## src/rtl/cpu_ctrl_pkg.sv

```systemverilog
// Shared control-word layout, opcode encodings and sequencer state type for the 8-bit bus CPU.
// Consumers: control_microcode_rom, control_sequencer (optional feature macro: SINGLE_STEP_EN).
package cpu_ctrl_pkg;

  localparam int CTRL_W = 16;

  localparam int HLT_BIT      = 15;
  localparam int MAR_IN_BIT   = 14;
  localparam int RAM_IN_BIT   = 13;
  localparam int RAM_OUT_BIT  = 12;
  localparam int IR_OUT_BIT   = 11;
  localparam int IR_IN_BIT    = 10;
  localparam int A_IN_BIT     = 9;
  localparam int A_OUT_BIT    = 8;
  localparam int ALU_OUT_BIT  = 7;
  localparam int ALU_SUB_BIT  = 6;
  localparam int B_IN_BIT     = 5;
  localparam int OUT_IN_BIT   = 4;
  localparam int PC_INC_BIT   = 3;
  localparam int PC_OUT_BIT   = 2;
  localparam int PC_LOAD_BIT  = 1;
  localparam int FLAGS_IN_BIT = 0;

  localparam logic [CTRL_W-1:0] HLT      = CTRL_W'(1) << HLT_BIT;
  localparam logic [CTRL_W-1:0] MAR_IN   = CTRL_W'(1) << MAR_IN_BIT;
  localparam logic [CTRL_W-1:0] RAM_IN   = CTRL_W'(1) << RAM_IN_BIT;
  localparam logic [CTRL_W-1:0] RAM_OUT  = CTRL_W'(1) << RAM_OUT_BIT;
  localparam logic [CTRL_W-1:0] IR_OUT   = CTRL_W'(1) << IR_OUT_BIT;
  localparam logic [CTRL_W-1:0] IR_IN    = CTRL_W'(1) << IR_IN_BIT;
  localparam logic [CTRL_W-1:0] A_IN     = CTRL_W'(1) << A_IN_BIT;
  localparam logic [CTRL_W-1:0] A_OUT    = CTRL_W'(1) << A_OUT_BIT;
  localparam logic [CTRL_W-1:0] ALU_OUT  = CTRL_W'(1) << ALU_OUT_BIT;
  localparam logic [CTRL_W-1:0] ALU_SUB  = CTRL_W'(1) << ALU_SUB_BIT;
  localparam logic [CTRL_W-1:0] B_IN     = CTRL_W'(1) << B_IN_BIT;
  localparam logic [CTRL_W-1:0] OUT_IN   = CTRL_W'(1) << OUT_IN_BIT;
  localparam logic [CTRL_W-1:0] PC_INC   = CTRL_W'(1) << PC_INC_BIT;
  localparam logic [CTRL_W-1:0] PC_OUT   = CTRL_W'(1) << PC_OUT_BIT;
  localparam logic [CTRL_W-1:0] PC_LOAD  = CTRL_W'(1) << PC_LOAD_BIT;
  localparam logic [CTRL_W-1:0] FLAGS_IN = CTRL_W'(1) << FLAGS_IN_BIT;

  // Strobes that change register contents; masked while a single-step request is absent.
  localparam logic [CTRL_W-1:0] LATCH_MASK = MAR_IN | RAM_IN | IR_IN | A_IN | B_IN |
                                             OUT_IN | PC_INC | PC_LOAD | FLAGS_IN;

  localparam logic [2:0] LAST_STEP = 3'd4;

  typedef enum logic [3:0] {
    OP_NOP = 4'h0,
    OP_LDA = 4'h1,
    OP_ADD = 4'h2,
    OP_SUB = 4'h3,
    OP_STA = 4'h4,
    OP_LDI = 4'h5,
    OP_JMP = 4'h6,
    OP_JC  = 4'h7,
    OP_JZ  = 4'h8,
    OP_OUT = 4'hE,
    OP_HLT = 4'hF
  } opcode_e;

  typedef enum logic {
    ST_RUN  = 1'b0,
    ST_HALT = 1'b1
  } seq_state_e;

endpackage

```

## src/rtl/control_microcode_rom.sv

```systemverilog
// Combinational microcode table: (opcode, step, flags) -> control word plus last-step marker.
module control_microcode_rom
  import cpu_ctrl_pkg::*;
(
  input  logic [3:0]        opcode,
  input  logic [2:0]        step,
  input  logic              carry,
  input  logic              zero,
  output logic [CTRL_W-1:0] ctrl_word,
  output logic              last
);

  always_comb begin
    ctrl_word = '0;
    last      = 1'b0;
    case (step)
      3'd0: ctrl_word = PC_OUT | MAR_IN;
      3'd1: begin
        ctrl_word = RAM_OUT | IR_IN | PC_INC;
        // Only opcodes with an execute phase continue past T1; undefined ones fall out here.
        case (opcode)
          OP_LDA, OP_ADD, OP_SUB, OP_STA, OP_LDI,
          OP_JMP, OP_JC, OP_JZ, OP_OUT, OP_HLT: last = 1'b0;
          default:                              last = 1'b1;
        endcase
      end
      3'd2: begin
        case (opcode)
          OP_LDA, OP_ADD, OP_SUB, OP_STA: ctrl_word = IR_OUT | MAR_IN;
          OP_LDI: begin ctrl_word = IR_OUT | A_IN;    last = 1'b1; end
          OP_JMP: begin ctrl_word = IR_OUT | PC_LOAD; last = 1'b1; end
          OP_JC: begin
            ctrl_word = carry ? (IR_OUT | PC_LOAD) : '0;
            last      = 1'b1;
          end
          OP_JZ: begin
            ctrl_word = zero ? (IR_OUT | PC_LOAD) : '0;
            last      = 1'b1;
          end
          OP_OUT: begin ctrl_word = A_OUT | OUT_IN; last = 1'b1; end
          OP_HLT: begin ctrl_word = HLT;            last = 1'b1; end
          default: last = 1'b1;
        endcase
      end
      3'd3: begin
        case (opcode)
          OP_LDA:         begin ctrl_word = RAM_OUT | A_IN;  last = 1'b1; end
          OP_ADD, OP_SUB: ctrl_word = RAM_OUT | B_IN;
          OP_STA:         begin ctrl_word = A_OUT | RAM_IN;  last = 1'b1; end
          default:        last = 1'b1;
        endcase
      end
      LAST_STEP: begin
        last = 1'b1;
        case (opcode)
          OP_ADD:  ctrl_word = ALU_OUT | A_IN | FLAGS_IN;
          OP_SUB:  ctrl_word = ALU_OUT | A_IN | FLAGS_IN | ALU_SUB;
          default: ctrl_word = '0;
        endcase
      end
      // Unreachable step values recover to fetch on the next advance.
      default: last = 1'b1;
    endcase
  end

endmodule

```

## src/rtl/control_sequencer.sv

```systemverilog
// T-state sequencer for the 8-bit bus CPU: step counter, halt state, reset forcing of ctrl.
// Optional macro SINGLE_STEP_EN adds step_req, gating advances and masking latch strobes.
module control_sequencer #(
  parameter int OPCODE_W = 4,
  parameter int STEP_W   = 3,
  parameter int CTRL_W   = 16
) (
  input  logic                clk,
  input  logic                reset_n,
  input  logic [OPCODE_W-1:0] opcode,
  input  logic                carry_flag,
  input  logic                zero_flag,
`ifdef SINGLE_STEP_EN
  input  logic                step_req,
`endif
  output logic [CTRL_W-1:0]   ctrl,
  output logic [STEP_W-1:0]   step,
  output logic                halted
);
  import cpu_ctrl_pkg::*;

  seq_state_e          state_q, state_d;
  logic [STEP_W-1:0]   step_q, step_d;
  logic [CTRL_W-1:0]   rom_ctrl;
  logic                rom_last;
  logic                advance;
  logic [CTRL_W-1:0]   ctrl_run;

  control_microcode_rom u_rom (
    .opcode    (opcode),
    .step      (step_q),
    .carry     (carry_flag),
    .zero      (zero_flag),
    .ctrl_word (rom_ctrl),
    .last      (rom_last)
  );

`ifdef SINGLE_STEP_EN
  assign advance = step_req;
`else
  assign advance = 1'b1;
`endif

  always_ff @(posedge clk or negedge reset_n) begin
    if (!reset_n) begin
      state_q <= ST_RUN;
      step_q  <= '0;
    end else begin
      state_q <= state_d;
      step_q  <= step_d;
    end
  end

  always_comb begin
    state_d  = state_q;
    step_d   = step_q;
    ctrl_run = rom_ctrl;
    case (state_q)
      ST_RUN: begin
        if (advance) begin
          if (rom_last) begin
            step_d = '0;
            if (opcode == OPCODE_W'(OP_HLT) && step_q == STEP_W'(2))
              state_d = ST_HALT;
          end else begin
            step_d = step_q + STEP_W'(1);
          end
        end
      end
      ST_HALT: ctrl_run = HLT;
      default: state_d = ST_RUN;
    endcase
    if (!advance)
      ctrl_run = ctrl_run & ~LATCH_MASK;
  end

  // Reset forces a quiet bus immediately, independent of the clock.
  assign ctrl   = reset_n ? ctrl_run : '0;
  assign step   = step_q;
  assign halted = (state_q == ST_HALT);

endmodule

```

## config.mk

```make
export PLATFORM = sky130hd
export DESIGN_NAME = control_sequencer
export DESIGN_NICKNAME = d
export VERILOG_FILES = /design/src/rtl/cpu_ctrl_pkg.sv /design/src/rtl/control_microcode_rom.sv /design/src/rtl/control_sequencer.sv
export SDC_FILE = /design/constraint.sdc
export NUM_CORES = 1
export LEC_CHECK = 0
export ABC_AREA = 1
export CAP_MARGIN = 40
export CORE_UTILIZATION = 42
export CTS_BUF_LIST = sky130_fd_sc_hd__clkbuf_8
export DETAILED_ROUTE_END_ITERATION = 8
export GPL_ROUTABILITY_DRIVEN = 0
export PLACE_DENSITY = 0.89
export SLEW_MARGIN = 10
export SYNTH_ARGS = -nofsm -noshare
export SYNTH_HDL_FRONTEND = slang
export SYNTH_SLANG_ARGS = --single-unit
```

## constraint.sdc

```tcl
create_clock -name clk -period 2.2 [get_ports clk]
set_input_delay 0.33 -clock clk [delete_from_list [all_inputs] [get_ports clk]]
set_output_delay 0.33 -clock clk [all_outputs]
set_load 0.02 [all_outputs]
```

==> flow_summary_export.csv <==
group,metric,value,unit
run_status,status,"finished clean",
floorplanning,die_w,39.8,microns
floorplanning,pin_count,28,
drt,routedWlPerCell,11.7,microns
sta,timing.final.crit_period,2120,ps
drt,drc_errors,0,
clock_network,numCtsBuffers,3,
power_and_ir_drop,ir_worst_vdd,0.000318,V
placed_design,port_buffers,27,
drt,drtIter0Drc,12,
setup_path,worst_setup_path_start_kind,"input pin",
logic_synthesis,synth_ff_type,"dfrtp_1",
final_layout,num-fill-cells,88,
logic_synthesis,seq_area_frac_synth,0.167,
setup_path,critPathRequiredTime,1870,ps
floorplanning,start_util,0.456,
global_route,grt_max_degree,7,
setup_path,crit_arrival,1790,ps
clock_network,postCtsHoldBufs,0,
logic_synthesis,synthCells,99,
sta,final.period_utilization,0.965,
final_layout,fin_nets,157,
logic_synthesis,yosys_warnings,0,
sta,final.setup.tns,0,ps
final_layout,final_util,0.764,
sta,max_freq,0.471,GHz
drt,vias,779,
final_layout,diodes,0,
global_route,grt_pass1_vias,692,
logic_synthesis,synth_cell_types,22,
clock_network,cts.path.max_buffers,2,
logic_synthesis,synth-edff-count,0,
clock_network,clk-insertion-delay-late,210,ps
drt,drt.antenna.violating_nets,0,
final_layout,final_layout_size_suffix_gt1_frac,0.282,
power_and_ir_drop,p_total,281,uW
global_route,grt.total_usage,0.261,
drt,wl,1.84,mm
power_and_ir_drop,p_leak,0.568,nW
floorplanning,die_h,39.8,microns
logic_synthesis,syn_nets,112,
placed_design,post_dp_cell_area,987,sq um
setup_path,critPathLaunch,"opcode[2]",
sta,drv_slew,0,
setup_path,worstPathMaxFanout,3,
logic_synthesis,synth.cell_area,601,sq um
global_route,antenna_found_initial,0,
setup_path,reg2reg_slack,760,ps
clock_network,cts_root_buffer,"clkbuf_8",
logic_synthesis,ys_async_sr_fraction,1.00,
final_layout,stdcell_count,157,
clock_network,htree_levels,1,
clock_network,cts_tree,"yes",
placed_design,placed_cells_incl_taps,154,
placed_design,pre_cts_ws,-313,ps
setup_path,cp-end-kind,"output port",
final_layout,stdcell_area,1010,sq um
sta,worstMarginPinSlew,354,ps
global_route,grt_pass1_wl,2.79,mm
final_layout,layout_commonest_cell,"nand2_1",
drt,dr.pass1.iters,4,
final_layout,final_cell_mix,"22 x nand2_1, 15 x nor2_1, 15 x buf_4, 12 x inv_1, 9 x clkdlybuf4s50_1",
sta,holdWs,492,ps
setup_path,rr_startpoint,"step[0]$_DFFE_PN0N_",
job,max-cap-violations,0,
final_layout,area_growth,67.5,%
sta,setup_viol,0,
setup_path,crit_type,"input pin to output port",
sta,finalHoldViolCount,0,
logic_synthesis,ys_ff_latch,4,
drt,via_per_inst,4.96,
power_and_ir_drop,p_per_area,280,nW/um^2
logic_synthesis,synth_area_per_cell,6.07,sq um
floorplanning,core_area,1320,sq um
global_route,grt_overflow,0,
sta,slew_headroom,0.761,
placed_design,dpl.hpwl,1.46,mm
sta,skew,3.94,ps
clock_network,cts.sinks,4,
floorplanning,rows,13,
clock_network,path_clk_slew,30,ps
sta,worst_slack,77.7,ps
floorplanning,dieArea,1590,sq um
min_path,min_path_type,"input pin to asynchronous set/reset pin",
path summary, 6_finish.rpt:
kind	end	cells past startpoint
max in group asynchronous	step[1]$_DFFE_PN0N_	2
setup / recovery	ctrl[11]	8
min in group clk	step[0]$_DFFE_PN0N_	2
hold reg to reg	step[0]$_DFFE_PN0N_	2
hold / removal	step[2]$_DFFE_PN0N_	2
setup reg to reg	step[2]$_DFFE_PN0N_	8
cell type report:
cell class	count	area [sq um]	area share
tap	15	18.8	0.0187
timing repair buffer	42	355	0.353
sequential	4	100	0.0995
multi-input combinational	76	427	0.424
clock buffer	3	41.3	0.0410
inverter	17	63.8	0.0634
cells by family after synthesis:
family,Yosys count,synth area share
fa+ha+maj,5,0.104
simple gates,60,0.471
compound gates,11,0.127
buf+inv,19,0.131
flops,4,0.167
state kept, by name (all words and copies together) (netlist names):
register / flops
halted: 1
step: 3
timing repair:
item                                    in CTS  in global routing
buffers inserted                             0                  0
endpoints found under the setup margin      13                 12
resized for setup                           14                 20
worst max-delay path, cell delays in order:
cell and delay, ps:
clkdlybuf4s50_1 560, nand2_1 120, inv_1 120, a21oi_1 50
o21ai_1 120, nand2_1 80, nor2_1 80, dlygate4sd2_1 330
Yosys cell counts (2+ instances only):
library cell | instances | area (sq um)
nor3_1 | 4 | 20.0
ha_1 | 5 | 62.6
inv_2 | 4 | 15.0
nand2_1 | 22 | 82.6
dfrtp_1 | 4 | 100
buf_4 | 2 | 15.0
inv_1 | 13 | 48.8
a21oi_1 | 5 | 25.0
o21ai_0 | 2 | 10.0
nand3_1 | 4 | 20.0
nor2_2 | 3 | 18.8
nor2_1 | 15 | 56.3
nand2_2 | 4 | 25.0
nand4_1 | 4 | 25.0
report_power, final:
part / switching [mW] / total (mW) / leakage (nW) / internal (mW)
Combinational: 0.0300 / 0.0567 / 0.511 / 0.0267
Sequential: 0 / 0.0741 / 0.0350 / 0.0741
Clock: 0.0342 / 0.151 / 0.0216 / 0.116
Total: 0.0642 / 0.281 / 0.568 / 0.217
routing by layer:
layer,share of wire,vias to the layer above,track usage
li1,-,401,-
met1,0.43,353,0.302
met2,0.53,23,0.508
met3,0.036,2,0
met4,0.0093,0,0.0776
met5,0,-,0
Note: power is estimated with default switching activity, not from simulation.
